[config.mk]
export PLATFORM = sky130hd
export DESIGN_NAME = ahb_gpio_bridge
export DESIGN_NICKNAME = d
export VERILOG_FILES = /design/src/rtl/ahb_gpio_bridge.sv
export SDC_FILE = /design/constraint.sdc
export NUM_CORES = 1
export LEC_CHECK = 0
export ABC_AREA = 0
export BUFFER_PORTS_ARGS = -buffer_cell sky130_fd_sc_hd__clkbuf_2
export CORE_MARGIN = 4
export CORE_UTILIZATION = 40
export CTS_CLUSTER_SIZE = 28
export DETAILED_ROUTE_END_ITERATION = 12
export GPL_ROUTABILITY_DRIVEN = 0
export PLACE_DENSITY = 0.83
export SETUP_SLACK_MARGIN = 0.4
export SLEW_MARGIN = 20
export SYNTH_ARGS = -nofsm -noshare
export SYNTH_HDL_FRONTEND = slang
export SYNTH_SLANG_ARGS = --single-unit
[constraint.sdc]
create_clock -name clk -period 4.45 [get_ports clk]
set_input_delay 0.89 -clock clk [delete_from_list [all_inputs] [get_ports clk]]
set_output_delay 0.89 -clock clk [all_outputs]
set_load 0.05 [all_outputs]
[src/rtl/ahb_gpio_bridge.sv]
`default_nettype none
// ============================================================================
// Module   : ahb_gpio_bridge
// Purpose  : AHB-Lite slave that turns word transfers into single-cycle
//            strobes for a simple register-based GPIO core. Writes are zero
//            wait, reads take one wait state, bad transfers get a two-cycle
//            ERROR response and never touch the core.
// Revision : 1.0 - initial release
// ============================================================================
module ahb_gpio_bridge #(
  parameter int WIDTH    = 32,
  parameter int NUM_REGS = 6
) (
  input  logic             clk,
  input  logic             reset,
  input  logic             HSEL,
  input  logic [WIDTH-1:0] HADDR,
  input  logic [1:0]       HTRANS,
  input  logic             HWRITE,
  input  logic [2:0]       HSIZE,
  input  logic [WIDTH-1:0] HWDATA,
  input  logic             HREADY,
  output logic             HREADYOUT,
  output logic             HRESP,
  output logic [WIDTH-1:0] HRDATA,
  output logic             sel,
  output logic             w_en,
  output logic             r_en,
  output logic [WIDTH-1:0] addr,
  output logic [WIDTH-1:0] wdata,
  input  logic [WIDTH-1:0] rdata_in
);

  localparam logic [2:0] S_IDLE      = 3'd0;
  localparam logic [2:0] S_WRITE     = 3'd1;
  localparam logic [2:0] S_READ_WAIT = 3'd2;
  localparam logic [2:0] S_READ_RESP = 3'd3;
  localparam logic [2:0] S_ERR1      = 3'd4;
  localparam logic [2:0] S_ERR2      = 3'd5;

  // Number of implemented registers, sized to compare against a word index
  localparam logic [WIDTH-1:0] REG_LIMIT = WIDTH'(NUM_REGS);

  logic [2:0]       state;
  logic [2:0]       next_state;
  logic [WIDTH-1:0] reg_idx;
  logic             reg_write;
  logic             reg_err;

  logic             ready_state;
  logic             accept;
  logic [WIDTH-1:0] word_idx;
  logic             addr_err;

  // HTRANS[0] only distinguishes SEQ from NONSEQ, which this slave treats alike
  logic             unused_htrans0;
  assign unused_htrans0 = HTRANS[0];

  // The slave only stalls the bus in READ_WAIT and ERR1; everywhere else a
  // new address phase may be taken, giving back-to-back pipelining.
  assign ready_state = (state != S_READ_WAIT) && (state != S_ERR1);
  assign accept      = HSEL & HREADY & HTRANS[1] & ready_state;

  assign word_idx = {2'b00, HADDR[WIDTH-1:2]};
  assign addr_err = (word_idx >= REG_LIMIT) || (HSIZE != 3'b010) || (HADDR[1:0] != 2'b00);

  // Next-state selection; accepted transfers are decoded from the live address phase
  always_comb begin
    next_state = state;
    case (state)
      S_READ_WAIT: next_state = S_READ_RESP;
      S_ERR1:      next_state = S_ERR2;
      default: begin
        if (accept) begin
          if (addr_err)    next_state = S_ERR1;
          else if (HWRITE) next_state = S_WRITE;
          else             next_state = S_READ_WAIT;
        end else begin
          next_state = S_IDLE;
        end
      end
    endcase
  end

  // State register plus address-phase capture of index, direction and error
  always_ff @(posedge clk or posedge reset) begin
    if (reset) begin
      state     <= S_IDLE;
      reg_idx   <= '0;
      reg_write <= 1'b0;
      reg_err   <= 1'b0;
    end else begin
      state <= next_state;
      if (accept) begin
        reg_idx   <= word_idx;
        reg_write <= HWRITE;
        reg_err   <= addr_err;
      end
    end
  end

  // Read data is sampled from the core at the end of the wait state and held
  // until the next read completes, so reset mid-read leaves it cleared.
  always_ff @(posedge clk or posedge reset) begin
    if (reset) begin
      HRDATA <= '0;
    end else if (state == S_READ_WAIT) begin
      HRDATA <= rdata_in;
    end
  end

  // Core-side strobes and bus response decoded from the current state. The
  // registered error/direction flags are also folded in so a core access can
  // never coincide with an erroring transfer.
  always_comb begin
    sel       = ((state == S_WRITE) || (state == S_READ_WAIT)) && !reg_err;
    w_en      = sel && (state == S_WRITE) && reg_write;
    r_en      = sel && (state == S_READ_WAIT) && !reg_write;
    addr      = sel ? reg_idx : '0;
    wdata     = w_en ? HWDATA : '0;
    HREADYOUT = ready_state;
    HRESP     = (state == S_ERR1) || (state == S_ERR2);
  end

endmodule
`default_nettype wire

==> impl_results.md <==
- Yosys reg bits: 67
- Area of the multi-input gates: 1356 sq um
- Final hold vios: 0
- Final Cycle Share: 61.51%
- Pwr Density: 378.2 nW/um^2
- Core Area: 7408 sq um
- Die ar.: 9244 sq um
- CTS Sinks: 67
- Total track usage: 18.12%
- Crit-path max cell delay: 0.47 ns
- Post-synth top area share: 53.95%
- Final Net Count: 548
- Critical-path top delay cell: dfrtp_1
- Fillers: 629
- Clock root buffer: clkbuf_8
- Worst Clk Skew: 0.004509 ns
- Inserted Diodes: 0
- Synth unique cells: 29
- Slew HR: 38.73%
- Largest net degree at the start of global routing: 38
- Setup bufs post-CTS: 0
- Area leader, netlist: dfrtp_1
- Post-CTS Hold Buffers: 0
- Initial antenna violation count: 0
- R2R depth: 4
- Total global routing overflow: 0
- Startpoint types: flop
- Final setup TNS: 0 ns
- Worst Path Max Fanout: 33
- RSZ-0062 raised after global routing: false
- Total chip power: 1.667 mW
- Final instance area: 4407 sq um
- Status: complete, no violations
- Worst-path cell chain: nor4_2 > buf_4 > and2_1 > clkbuf_2
- Syn Area/Cell: 13.06 sq um
- Post-route minimum period: 2.737 ns
- Initial drt markers: 72
- FMAX: 0.3653 GHz
- Critical path capture point type: primary output
- Sequential fraction of the synthesis area: 53.95%
- IO Port Bufs: 203
- Slew of the pin with the lowest slew margin: 0.9168 ns
- Worst Path Required: 3.56 ns
- Initial core utilization: 41.95%
- Final Setup Violations: 0
- Critical path class: flop to primary output
- Yosys warning total: 0
- Worst IR Drop VDD: 0.0002668 V
- Area grow syn2layout: 41.79%
- Clk buf depth: 2
- Number of global-route vias before repair: 2,666
- Max-Cap Viols: 0
- CP arrival: 1.85 ns
- Leak: 2.434 nW
- Die height: 96.15 um
- Hold path depth: 1
- Max Slew Vio Count: 0
- Clk_lat worst skew: 0.33 ns
- Std-Cell Rows: 31
- First-pass GRT wire length: 12,730 um
- DR DRC count: 0
- Post_cts resized: 0
- Vias per std cell: 4.803
- Vias: 2,613
- Ports: 207
- CTS buffer count: 9
- Share of cells above drive strength 1: 65.39%
- Synth top area cells: dfrtp_1 54%, mux2_2 22%, and2_1 12%
- Post-route antenna net violation count: 0
- Register area: 1677 sq um
- CTS tree: built
- Syn Inst Count: 238
- H-tree Lvls: 3
- Final Util: 59.48%
- Post-Route WL: 8786 um
- DR pass1 iterations: 4
- Clk slew on worst S/H paths: 0.07 ns
- Detail Placement HPWL: 6939 um
- Synth Cell Area: 3108 sq um
- Cell Area, Placed: 4207 sq um
- Die X: 96.15 um
- Average wire per standard cell: 16.15 um
- Hold Crit Class: flop to flop
area by class of cell:
cell class | count | share of cell area, %
Clock buffer | 12 | 3.748
Clock inverter | 2 | 0.7950
Inverter | 3 | 0.2555
Multi-Input combinational cell | 155 | 30.78
Sequential cell | 67 | 38.05
Tap cell | 99 | 2.811
Timing Repair Buffer | 206 | 23.57
where the power goes:
group / leakage, nW / internal (mW) / switching, mW
Sequential: 0.861 / 0.749 / 0.0764
Combinational: 1.47 / 0.177 / 0.146
Clock: 0.104 / 0.298 / 0.220
synth_stat cells:
cell type / count
o21ai_0: 1
o31ai_1: 1
nor2b_1: 1
or4_1: 1
and2b_4: 1
o2bb2ai_1: 1
nand2b_1: 1
dfrtp_1: 67
nor4_1: 8
xnor2_1: 1
buf_2: 3
buf_6: 3
inv_1: 3
nor3_1: 1
o21ai_4: 1
conb_1: 1
nand3_1: 1
mux2_4: 4
mux2_2: 60
nand4_4: 1
nor4b_1: 1
clkbuf_1: 6
a2111oi_0: 1
nand2_1: 1
and2_1: 62
nand4_1: 2
nor2_1: 1
buf_4: 2
a2111o_1: 1
layer usage:
layer	global-route usage, %	vias to the layer above	share of wire [%]
met5	0	-	0
met4	8.531	0	1.7
met3	3.675	12	8.7
met2	35.37	125	56
met1	17.93	1252	34
li1	-	1224	-
final timing paths:
kind | startpoint | endpoint | slack (ns)
max | state[2] | wdata[2] | 1.71
min | reg_idx[5] | reg_idx[5] | 0.50
max reg2reg | state[2] | reg_idx[7] | 2.31
min reg2reg | reg_idx[5] | reg_idx[5] | 0.50
max in group asynchronous | reset | HRDATA[14] | 2.91
min in group asynchronous | reset | HRDATA[31] | 0.61
cells by family (layout without fill, tap and decap cells):
family	Yosys count	in the layout	share of synthesized area, %
buffers and inverters	17	223	3.140
xor gates and xnor gates	1	1	0.2819
and+or+nand+nor	82	82	16.99
AOI/OAI and AO/OA	6	6	1.852
other	1	2	0.1207
muxes	64	64	23.67
DFF	67	67	53.95
critical path: cells and delay by family, from the launching register on:
kind / cells / cell delay (ns)
DFF: 1 / 0.47
buffers and inverters: 2 / 0.56
and+or+nand+nor: 2 / 0.48
through the flow:
| step | hold slack [ns] | instances | setup slack (ns) |
|---|---|---|---|
| global route | 0.5108 | 544 | 1.594 |
| floorplan | 0.4704 | 239 | 1.500 |
| global placement | 0.4791 | 530 | 2.077 |
| CTS | 0.5024 | 544 | 1.666 |
| detailed placement | 0.4862 | 530 | 2.039 |
| finish | 0.5006 | 544 | 1.713 |
state kept, by name, indices dropped and copies added (netlist names):
| register | count |
|---|---|
| HRDATA | 32 |
| reg_idx | 30 |
| state | 3 |
| reg_err | 1 |
| reg_write | 1 |
cells in the final DEF, fill, tap and decap left out, drive strengths merged, types with 2 or more instances in the layout:
master and instances:
and2 62, buf 3, clkbuf 215, conb 2, dfrtp 67, inv 3
mux2 64, nand4 3, nor4 8, o21ai 2
Note: power is estimated with default switching activity, not from simulation.
